`src/rtl/pipe_hazard_ctrl.sv`:
```
// Hazard and sequencing controller for the 5-stage RV32I pipeline: shadow
// scoreboard of EX/MEM/WB, stage enables/flushes, EX forwarding, memory freeze.
module pipe_hazard_ctrl #(
  parameter int CNT_W = 32
) (
  input  logic             clk,
  input  logic             reset,
  input  logic [31:0]      id_instr,
  input  logic             id_valid,
  input  logic             ex_br_taken,
  input  logic             dmem_ack,
  output logic             dmem_req,
  output logic             pc_en,
  output logic             ifid_en,
  output logic             ifid_flush,
  output logic             idex_flush,
  output logic             pipe_hold,
  output logic [1:0]       fwd_a,
  output logic [1:0]       fwd_b,
  output logic [CNT_W-1:0] stall_cnt,
  output logic [CNT_W-1:0] flush_cnt
);

  typedef struct packed {
    logic       valid;
    logic [4:0] rd;
    logic [4:0] rs1;
    logic [4:0] rs2;
    logic       regwrite;
    logic       is_load;
    logic       is_mem;
  } stage_t;

  // Unused source fields are stored as x0 so every later compare can treat
  // rs==0 as "no dependency".
  function automatic stage_t decode(input logic [31:0] instr);
    stage_t d;
    logic   use1;
    logic   use2;
    d       = '0;
    use1    = 1'b0;
    use2    = 1'b0;
    d.valid = 1'b1;
    d.rd    = instr[11:7];
    case (instr[6:0])
      7'b0110011: begin use1 = 1'b1; use2 = 1'b1; d.regwrite = 1'b1; end
      7'b0100011: begin use1 = 1'b1; use2 = 1'b1; d.is_mem = 1'b1; end
      7'b1100011: begin use1 = 1'b1; use2 = 1'b1; end
      7'b0010011: begin use1 = 1'b1; d.regwrite = 1'b1; end
      7'b0000011: begin
        use1       = 1'b1;
        d.regwrite = 1'b1;
        d.is_load  = 1'b1;
        d.is_mem   = 1'b1;
      end
      7'b1100111: begin use1 = 1'b1; d.regwrite = 1'b1; end
      7'b0110111, 7'b0010111, 7'b1101111: d.regwrite = 1'b1;
      default: d.regwrite = 1'b0;
    endcase
    d.rs1      = use1 ? instr[19:15] : 5'd0;
    d.rs2      = use2 ? instr[24:20] : 5'd0;
    d.regwrite = d.regwrite & (d.rd != 5'd0);
    return d;
  endfunction

  // MEM result wins over WB; a load in MEM has no data yet.
  function automatic logic [1:0] fwd_sel(input logic [4:0] rs, input stage_t ex,
                                         input stage_t mem, input stage_t wb);
    logic [1:0] sel;
    sel = 2'b00;
    if (!ex.valid || rs == 5'd0) begin
      sel = 2'b00;
    end else if (mem.valid && mem.regwrite && !mem.is_load && mem.rd == rs) begin
      sel = 2'b01;
    end else if (wb.valid && wb.regwrite && wb.rd == rs) begin
      sel = 2'b10;
    end else begin
      sel = 2'b00;
    end
    return sel;
  endfunction

  stage_t ex_r, mem_r, wb_r;
  stage_t id_dec_s;
  logic   req_s, mem_wait_s, flush_s, load_use_s;
  logic [CNT_W-1:0] stall_cnt_r, flush_cnt_r;

  assign id_dec_s   = decode(id_instr);
  assign req_s      = ~reset & mem_r.valid & mem_r.is_mem;
  assign mem_wait_s = req_s & ~dmem_ack;
  assign flush_s    = ~reset & ~mem_wait_s & ex_r.valid & ex_br_taken;
  assign load_use_s = ~reset & ~mem_wait_s & ~flush_s & id_valid &
                      ex_r.valid & ex_r.is_load & (ex_r.rd != 5'd0) &
                      ((id_dec_s.rs1 == ex_r.rd) | (id_dec_s.rs2 == ex_r.rd));

  // Stage control and forwarding, resolved in hazard priority order.
  always_comb begin
    dmem_req   = req_s;
    pc_en      = 1'b1;
    ifid_en    = 1'b1;
    ifid_flush = 1'b0;
    idex_flush = 1'b0;
    pipe_hold  = 1'b0;
    fwd_a      = 2'b00;
    fwd_b      = 2'b00;
    if (reset) begin
      pc_en      = 1'b0;
      ifid_en    = 1'b0;
      ifid_flush = 1'b1;
      idex_flush = 1'b1;
    end else begin
      fwd_a = fwd_sel(ex_r.rs1, ex_r, mem_r, wb_r);
      fwd_b = fwd_sel(ex_r.rs2, ex_r, mem_r, wb_r);
      if (mem_wait_s) begin
        pipe_hold = 1'b1;
        pc_en     = 1'b0;
        ifid_en   = 1'b0;
      end else if (flush_s) begin
        ifid_flush = 1'b1;
        idex_flush = 1'b1;
      end else if (load_use_s) begin
        pc_en      = 1'b0;
        ifid_en    = 1'b0;
        idex_flush = 1'b1;
      end else begin
        pc_en = 1'b1;
      end
    end
  end

  // Shadow scoreboard advances unless the memory stage is waiting.
  always_ff @(posedge clk) begin
    if (reset) begin
      ex_r  <= '0;
      mem_r <= '0;
      wb_r  <= '0;
    end else if (!mem_wait_s) begin
      wb_r  <= mem_r;
      mem_r <= ex_r;
      ex_r  <= (flush_s || load_use_s || !id_valid) ? '0 : id_dec_s;
    end
  end

  // Saturating performance counters.
  always_ff @(posedge clk) begin
    if (reset) begin
      stall_cnt_r <= '0;
      flush_cnt_r <= '0;
    end else begin
      if ((mem_wait_s || load_use_s) && stall_cnt_r != {CNT_W{1'b1}}) begin
        stall_cnt_r <= stall_cnt_r + CNT_W'(1);
      end
      if (flush_s && flush_cnt_r != {CNT_W{1'b1}}) begin
        flush_cnt_r <= flush_cnt_r + CNT_W'(1);
      end
    end
  end

  assign stall_cnt = stall_cnt_r;
  assign flush_cnt = flush_cnt_r;

endmodule
```
`config.mk`:
```
export PLATFORM = sky130hd
export DESIGN_NAME = pipe_hazard_ctrl
export DESIGN_NICKNAME = d
export VERILOG_FILES = /design/src/rtl/pipe_hazard_ctrl.sv
export SDC_FILE = /design/constraint.sdc
export NUM_CORES = 1
export LEC_CHECK = 0
export BUFFER_PORTS_ARGS = -buffer_cell sky130_fd_sc_hd__buf_2
export CAP_MARGIN = 20
export CELL_PAD_IN_SITES_DETAIL_PLACEMENT = 1
export CELL_PAD_IN_SITES_GLOBAL_PLACEMENT = 2
export CORE_MARGIN = 1.5
export CORE_UTILIZATION = 34
export DETAILED_ROUTE_END_ITERATION = 10
export MAX_ROUTING_LAYER = met4
export PLACE_DENSITY_LB_ADDON = 0.2
export SLEW_MARGIN = 30
export SYNTH_ARGS = -nofsm -noshare
export SYNTH_HDL_FRONTEND = slang
export SYNTH_SLANG_ARGS = --single-unit
```
`constraint.sdc`:
```
create_clock -name clk -period 3.9 [get_ports clk]
set_input_delay 0.195 -clock clk [delete_from_list [all_inputs] [get_ports clk]]
set_output_delay 0.195 -clock clk [all_outputs]
set_load 0.03 [all_outputs]
```
## Word-level counts from Yosys, hierarchy flattened

Index checks and enable logic that the tools add are counted.

- Register bits after elaboration: 99
- Latch bits: 0
- Output and inout port bits: 74
- Memories: 0
- Memory bits (read-only): 0
- Input port bits: 37
- Bits in writable memories: 0

- Shift-type cells: 0
- Reductions and logical operators: 25
- Divide/modulo/power cells: 0
- Add/subtract/negate cells: 2
- Bitwise logic cells: 18
- Muxes and demuxes: 29
- Eq/ne operators: 17
- Multiply operators: 0
- Order comparisons: 0

Operators with widths:

| operator | count |
|---|---|
| $add A32 B1 Y32 const B | 2 |
| $ne A32 B32 Y1 const B | 2 |
| $eq A5 B5 Y1 | 6 |
| $eq A7 B6 Y1 const B | 3 |
| $eq A7 B7 Y1 const B | 3 |
| $mux W19 | 1 |
| $mux W1 | 18 |
| $mux W2 | 8 |
| $eq A7 B5 Y1 const B | 2 |
| $and A1 B1 Y1 | 13 |
| $logic_not A5 Y1 | 2 |
| $mux W5 | 2 |
| $reduce_bool A5 Y1 | 2 |
| $logic_and A1 B1 Y1 | 9 |
| $eq A7 B2 Y1 const B | 1 |
| $reduce_or A7 Y1 | 1 |
| $reduce_or A6 Y1 | 1 |
| $logic_or A1 B1 Y1 | 5 |
| $not A1 Y1 | 4 |
| $logic_not A1 Y1 | 3 |
| $reduce_or A3 Y1 | 1 |
| $reduce_or A2 Y1 | 1 |
| $or A1 B1 Y1 | 1 |

## Longest topological paths before layout

Gate-level depths: netlist (run 1).

- Word-level depth: 19
- Mapped depth: 11
- Depth with buffers taken out: 9

## Least setup slack after synthesis (run 1)

OpenSTA, ideal clock, no wires.

- Path kind: register to output
- From: register ex_r[13] (netlist name)
- To: output port pc_en
- Path buffers: 2
- Arrival: 2.367 ns
- Cell stages (with the launch flop): 9
- Required time: 3.705 ns
- Slack: 1.338 ns
- Path through: dfxtp_1 -> buf_6 -> or4_4 -> o2111ai_2 -> nor2_2 -> nand4_2 -> nand2_1 -> nor3_1 -> buf_4

- Cells in the longest elaborated chain, start to end: 7
- Elaborated cells on any way between the ends: 10
- Classes of those cells: eq/ne: 2; mux: 4; bitwise: 3; reduce/logical: 1

Ends and longest elaborated chain:

| what | line | source |
|---|---|---|
| start, declared | 83 | `stage_t ex_r, mem_r, wb_r;` |
| start signal, assigned | 140 | `ex_r <= (flush_s \|\| load_use_s \|\| !id_valid) ? '0 : id_dec_s;` |
| $eq A5 B5 Y1 or $reduce_bool A5 Y1 (tied branches) | 94, 93 |  |
| $or A1 B1 Y1 or $and A1 B1 Y1 (tied branches) | 94, 93 |  |
| $and A1 B1 Y1 (*) | 93 | `ex_r.valid & ex_r.is_load & (ex_r.rd != 5'd0) &` |
| $mux W1 (*) (4 in series) | -- |  |
| end, declared | 13 | `output logic pc_en,` |

Mark *: on every way between the ends. The rest lies on a longest branch, timed or not.

## Final worst setup path (run 1)

- From: register stall_cnt_r[18], in the netlist stall_cnt[18]
- To: register stall_cnt_r[24], in the netlist stall_cnt[24]

- Cells in the longest elaborated chain, start to end: 2
- Elaborated cells on any way between the ends: 3
- Classes of those cells: add/sub: 1; eq/ne: 1; reduce/logical: 1

Ends and longest elaborated chain:

| what | line | source |
|---|---|---|
| start, declared | 86 | `logic [CNT_W-1:0] stall_cnt_r, flush_cnt_r;` |
| start signal, assigned | 151 | `stall_cnt_r <= stall_cnt_r + CNT_W'(1);` |
| branches (longest 2 deep; another with $add A32 B1 Y32) | -- |  |

Several ways; the timed one is not identified.
A chain may end at the register's enable or synchronous reset.

==> results of run 1 <==
-- final timing paths --
kind / from / endpoint
min reg2reg: mem_r[1]$_SDFFE_PP0N_ / mem_r[1]$_SDFFE_PP0N_
max: stall_cnt[18]$_SDFFE_PP0P_ / stall_cnt[24]$_SDFFE_PP0P_
min: id_instr[9] / ex_r[15]$_SDFFE_PP0N_
max reg2reg: stall_cnt[18]$_SDFFE_PP0P_ / stall_cnt[24]$_SDFFE_PP0P_
-- synth_stat cells, drive strengths merged, types with 5 or more instances --
| cell | n | area (um2) |
|---|---|---|
| xnor2 | 27 | 236.5 |
| nand2 | 66 | 247.7 |
| nand4 | 16 | 136.4 |
| nand3 | 29 | 150.1 |
| o21a | 8 | 60.06 |
| clkbuf | 19 | 72.56 |
| nor4 | 6 | 37.54 |
| or4 | 12 | 93.84 |
| xor2 | 31 | 271.5 |
| and4 | 9 | 78.83 |
| buf | 7 | 48.79 |
| mux2i | 5 | 50.05 |
| nor2 | 54 | 212.7 |
| or3 | 7 | 43.79 |
| and3 | 24 | 150.1 |
| dfxtp | 99 | 1982 |
| o31ai | 6 | 45.04 |
| a21oi | 24 | 120.1 |
| nor3 | 14 | 75.07 |
| o21ai | 30 | 150.1 |
| inv | 15 | 56.30 |
| a22o | 15 | 131.4 |
-- cell usage in the layout (no fill, tap or decap), types with 3 or more instances in the layout --
cell type | synthesis | layout
a211oi_1 | 4 | 4
a21oi_1 | 24 | 24
a22o_1 | 15 | 15
a31oi_1 | 4 | 4
and2_1 | 3 | 3
and3_1 | 24 | 24
and4_1 | 9 | 9
buf_2 | 3 | 100
buf_4 | 3 | 6
clkbuf_16 | 0 | 9
clkinv_2 | 0 | 4
dfxtp_1 | 99 | 99
inv_1 | 15 | 15
mux2i_1 | 5 | 5
nand2_1 | 66 | 66
nand3_1 | 28 | 28
nand3b_1 | 4 | 4
nand4_1 | 13 | 13
nor2_1 | 52 | 52
nor3_1 | 13 | 13
nor4_1 | 6 | 6
nor4bb_1 | 4 | 4
o21a_1 | 8 | 8
o21ai_0 | 23 | 23
o21ai_1 | 7 | 7
o31ai_1 | 6 | 6
o32ai_1 | 4 | 4
or3_1 | 7 | 7
or4_1 | 11 | 11
xnor2_1 | 27 | 27
xor2_1 | 31 | 31
-- final cells by class --
cell class,count,area share
multi-input combinational,429,0.4659
sequential,99,0.3443
timing repair buffer,106,0.09478
clock buffer,11,0.04043
tap,180,0.03913
inverter,16,0.01043
clock inverter,5,0.005000
-- routing by layer --
| layer | track usage | wire (um) | vias to the layer above |
|---|---|---|---|
| li1 | - | - | 2223 |
| met1 | 0.2395 | 6307 | 2124 |
| met2 | 0.3167 | 6362 | 75 |
| met3 | 0.03671 | 435 | 12 |
| met4 | 0.05669 | 159 | 0 |
| met5 | - | 0 | - |
-- through the flow --
step           hold slack, ns  area, um2  setup slack, ns
6_report              0.07282       5756           0.9649
4_1_cts               0.05656       5756           0.9332
3_5_place_dp           0.4296       5494           0.9456
3_3_place_gp           0.4209       5494            1.056
2_1_floorplan          0.2910       4845            1.338
5_1_grt               0.06581       5756           0.6637
-- flip-flops by register name, indices dropped and copies added, names as in the netlist --
name,cells
wb_r,7
flush_cnt,32
ex_r,19
stall_cnt,32
mem_r,9
-- critical path, delay by kind of cell, from the launching register on --
family / cells / cell delay [ns]
and+or+nand+nor: 7 / 1.76
DFF: 1 / 0.46
muxes: 1 / 0.30
buffers and inverters: 1 / 0.30
-- kinds of logic (layout without fill, tap and decap cells) --
kind of cell	Yosys count	in the layout	synth area share
buf+inv	42	138	0.03744
flops	99	99	0.4091
xor+xnor	58	58	0.1049
simple gates	259	259	0.2903
fa+ha+maj	2	2	0.005164
mux	6	6	0.01266
compound gates	104	104	0.1405
-- power by group through the flow --
stage,Sequential [mW],Combinational (mW),Clock (mW)
global route,1.03,0.0996,0.895
floorplan,1.05,0.0589,0
detailed placement,1.05,0.0919,0
CTS,1.03,0.0922,0.854
global placement,1.05,0.0898,0
finish,1.03,0.0900,0.822
==> results.md, run 1 <==
- Reg2reg setup slack: 0.96 ns
- Filler instances: 1695
- Internal cell power: 1.484 mW
- CTS tree: done
- DR DRC count: 0
- Largest net degree at the start of global routing: 33
- Tcrit/Tclk final: 0.7526
- Sequential fraction of the synthesis area: 0.4091
- Final hold vios: 0
- Setup_tns: 0 ns
- Clk_skew: 0.01046 ns
- Die Ht: 122.4 um
- Reg area: 1982 um2
- CP endpoint kind: flip-flop
- Area grow syn2layout: 18.80%
- Post-synth cell types: 58
- Initial Utilization: 0.3490
- Slowest CP cell: dfxtp_1
- IO buf count: 100
- CP Max Fanout: 19
- ANT nets after route: 0
- Slew HR: 0.5424
- Mapped cell area: 4845 um2
- Total die area: 14970 um2
- Row count: 43
- Number of synthesized register bits: 99
- Tightest Pin Transition: 0.6822 ns
- Multi-input gate area: 2681 um2
- Leakage power: 2.383 nW
- Fin. max-slew vios: 0
- Syn_area_per_cell: 8.499 um2
- Tot Pwr: 1.941 mW
- RSZ-0062 raised after global routing: false
- Clk slew on worst S/H paths: 0.07 ns
- Post-synth EDFFs: 0
- Post-CTS Setup Bufs: 0
- 1st-iter DRT viols: 204
- Post-CTS Hold Buffers: 0
- Syn Nets: 609
- Max Cap Viol: 0
- Core footprint: 13880 um2
- Post-CTS sizing: 0
- CP max stage delay: 0.46 ns
- Initial antenna violation count: 0
- Synth Flop Type: dfxtp_1
- Clock Tree Root: clkbuf_16
- I/O pin count: 111
- Clock buffer depth: 2
- Antenna diodes: 0
- Die width: 122.4 um
- Synth Warn #: 0
- Clock Latency Late Sink: 0.35 ns
- Critical path, cell by cell: nand4_1 > nor3_1 > and3_1 > and3_1 > nand4_1 > nand2_1 > buf_4 > nor2_1 > mux2_1
- Hold Path Stages: 2
- All-layer global routing usage: 0.1922
- FMAX: 0.3407 GHz
- CP Class: reg -> reg
- WL final: 13260 um
- Switching Share: 0.2353
- Number of global-route vias before repair: 4382
- Post-DR vias/cell: 5.241
- Switching pwr: 0.4567 mW
- FFs w/ async S/R, synth: 0
- Power Density: 337.2 nW/um2
- Comb power frac: 0.046
- Clock power frac: 0.423
- Worst min path class: in -> reg
- Vias post-DR: 4434
- Clock buffer count from CTS: 9
- Final net count: 700
- Share of layout cells above drive strength 1: 0.1952
- Post-DR wirelength/cell: 15.68 um
- Total congestion overflow: 0
- HPWL Detailed: 10020 um
- Min Tclk post-route: 2.935 ns
- Max H-tree Level: 3
- Final GP Congestion: 0.8190
- Clk sinks: 99
- Dpl cells: 830
- First-pass GRT wire length: 22000 um
- Setup crit start kind: flip-flop
- Post-route insts no fill: 846
- Syn Inst Count: 570
- Arrival @ worst endpoint: 3.18 ns
- Seq pwr share: 0.530
- Outcome: finished clean
- # setup viols final: 0
- Peak supply drop: 0.1903 mV
- Critical Path RT: 4.14 ns
- Final core occ: 0.4146
- Reg2reg path depth: 9
- Pre-antenna DRT Iters: 4
(Power assumes the default switching activity.)
==> run 2: changes to the inputs <==
- CORE_UTILIZATION: 34 -> 28
- clock period: 3.9 -> 2.35 ns (I/O delays scaled with it)
==> run 2 against run 1 <==
Compared with the run above:
- the run now ends with negative setup slack left
- global-route usage down 2.1 points
- non-clock buffer count up 63
- sequential power increased by 65%
- worst hold slack got worse by 0.051 ns
- clock-buffer cell count decreased by 1
- clock power up 87%
- sequential cell count unchanged
- via count rose by 5.3%
- critical endpoint is now ex_r[1]$_SDFFE_PP0N_
- largest cell class unchanged
==> results.md, run 2 (synthesized netlist as in run 1, its figures left out) <==
- Outcome: complete, but fails checks
- Failing checks: negative setup slack
- Pre-antenna DRT Iters: 4
- Die Ht: 134.5 um
- Dpl cells: 916
- IO buf count: 100
- All-layer global routing usage: 0.1709
- Clk_skew: 0.006747 ns
- Vias post-DR: 4670
- Max Cap Viol: 0
- Largest net degree at the start of global routing: 50
- Area grow syn2layout: 35.43%
- Setup crit start kind: flip-flop
- Min Tclk post-route: 2.398 ns
- CP Class: reg -> reg
- Post-route insts no fill: 949
- Dpl cell area: 5916 um2
- Total die area: 18100 um2
- Clk sinks: 99
- Tightest Pin Transition: 0.5574 ns
- Post-DR wirelength/cell: 15.71 um
- Die width: 134.5 um
- Power Density: 525.9 nW/um2
- Initial antenna violation count: 0
- Max H-tree Level: 3
- 1st-iter DRT viols: 128
- Clock Tree Root: clkbuf_16
- Slew HR: 0.6284
- Clk slew on worst S/H paths: 0.07 ns
- Initial Utilization: 0.2891
- FMAX: 0.4170 GHz
- Final net count: 763
- Final hold slack: 0.02197 ns
- HPWL Detailed: 11240 um
- Leakage power: 2.776 nW
- Worst min path class: in -> reg
- # setup viols final: 4
- DR DRC count: 0
- Arrival @ worst endpoint: 2.69 ns
- Clock buffer depth: 2
- CTS tree: done
- RSZ-0062 raised after global routing: true
- Peak supply drop: 0.3330 mV
- CP endpoint kind: flip-flop
- I/O pin count: 111
- Share of layout cells above drive strength 1: 0.3059
- Clock buffer count from CTS: 9
- Number of global-route vias before repair: 4736
- Tot Pwr: 3.451 mW
- ANT nets after route: 0
- Fin. max-slew vios: 0
- Post-DR vias/cell: 4.921
- Antenna diodes: 0
- Most frequent cells in the layout: buf_2 (97), dfxtp_1 (88), nand2_1 (64)
- Total congestion overflow: 0
- Row count: 47
- Critical Path RT: 2.64 ns
- WL final: 14910 um
- Clock Latency Late Sink: 0.36 ns
- CP Max Fanout: 5
- Tcrit/Tclk final: 1.021
- Final setup margin: -0.04831 ns
- Core footprint: 16760 um2
- Final GP Congestion: 0.8083
- First-pass GRT wire length: 23860 um
- Final hold vios: 0
- Post-route cell area: 6561 um2
- Commonest non-fill, non-tap cell in the layout: buf_2
## run 2: cell types whose count changed in the layout (fill, tap and decap cells not counted), sizes merged
cell         before  now
buf             106  164
bufinv            0    1
clkbuf           11   10
clkinvlp          0    1
dlygate4sd3       0    5
inv              16   15
## run 2: layout make-up
class                      count  area [um2]
inverter                      16       60.06
clock buffer                  10       239.0
tap                          220       275.3
fill                        2015       10200
timing repair buffer         169        1089
multi-input combinational    429        2833
clock inverter                 6       65.06
sequential                    99        2001
## run 2: power by group
part | internal (mW) | switching (mW) | total [mW]
clock network | 0.855 | 0.688 | 1.54
logic | 0.0917 | 0.112 | 0.204
registers | 1.69 | 0.0168 | 1.70
## run 2: stage by stage
stage                     setup slack, ns   TNS [ns]  utilization
after floorplan                  -0.02112   -0.02112            -
after global placement          -0.008578  -0.008578       0.3530
after detailed placement          -0.1018    -0.5921       0.3530
after CTS                        -0.09619     -1.010       0.3788
after global routing              -0.1235    -0.9797       0.3915
final                            -0.04831    -0.1469       0.3915
## run 2: final timing paths
path	start	endpoint	slack, ns	cells past startpoint
setup / recovery	ex_r[15]$_SDFFE_PP0N_	ex_r[1]$_SDFFE_PP0N_	-0.05	9
hold / removal	id_instr[18]	ex_r[11]$_SDFFE_PP0N_	0.02	2
setup reg to reg	ex_r[15]$_SDFFE_PP0N_	ex_r[1]$_SDFFE_PP0N_	-0.05	9
hold reg to reg	mem_r[1]$_SDFFE_PP0N_	mem_r[1]$_SDFFE_PP0N_	0.45	2
## run 2: layer usage
metal | global-route usage | vias to the layer above | wire length [um]
li1 | - | 2352 | -
met1 | 0.2135 | 2226 | 7160
met4 | 0.06093 | 0 | 274
met5 | - | - | 0
met3 | 0.02628 | 17 | 390
met2 | 0.2806 | 75 | 7083
## run 2: timing repair
item | 4_1_cts | 5_1_grt
hold buffers | 5 | 0
buffers inserted | 3 | 9
setup endpoints to repair | 26 | 54
pin swaps | 5 | 7
endpoints found under the hold margin | 5 | 0
resized for setup | 18 | 32
cloned | 0 | 0
## run 2: critical path, cell delays in order (launching register included)
cell and delay (ns):
dfxtp_4 0.37, or4_4 0.56, o2111ai_4 0.22, nor2_4 0.08, nand4_4 0.14, buf_6 0.11
nand4_4 0.13, nor2_4 0.11, or4b_4 0.48, o21ai_1 0.13
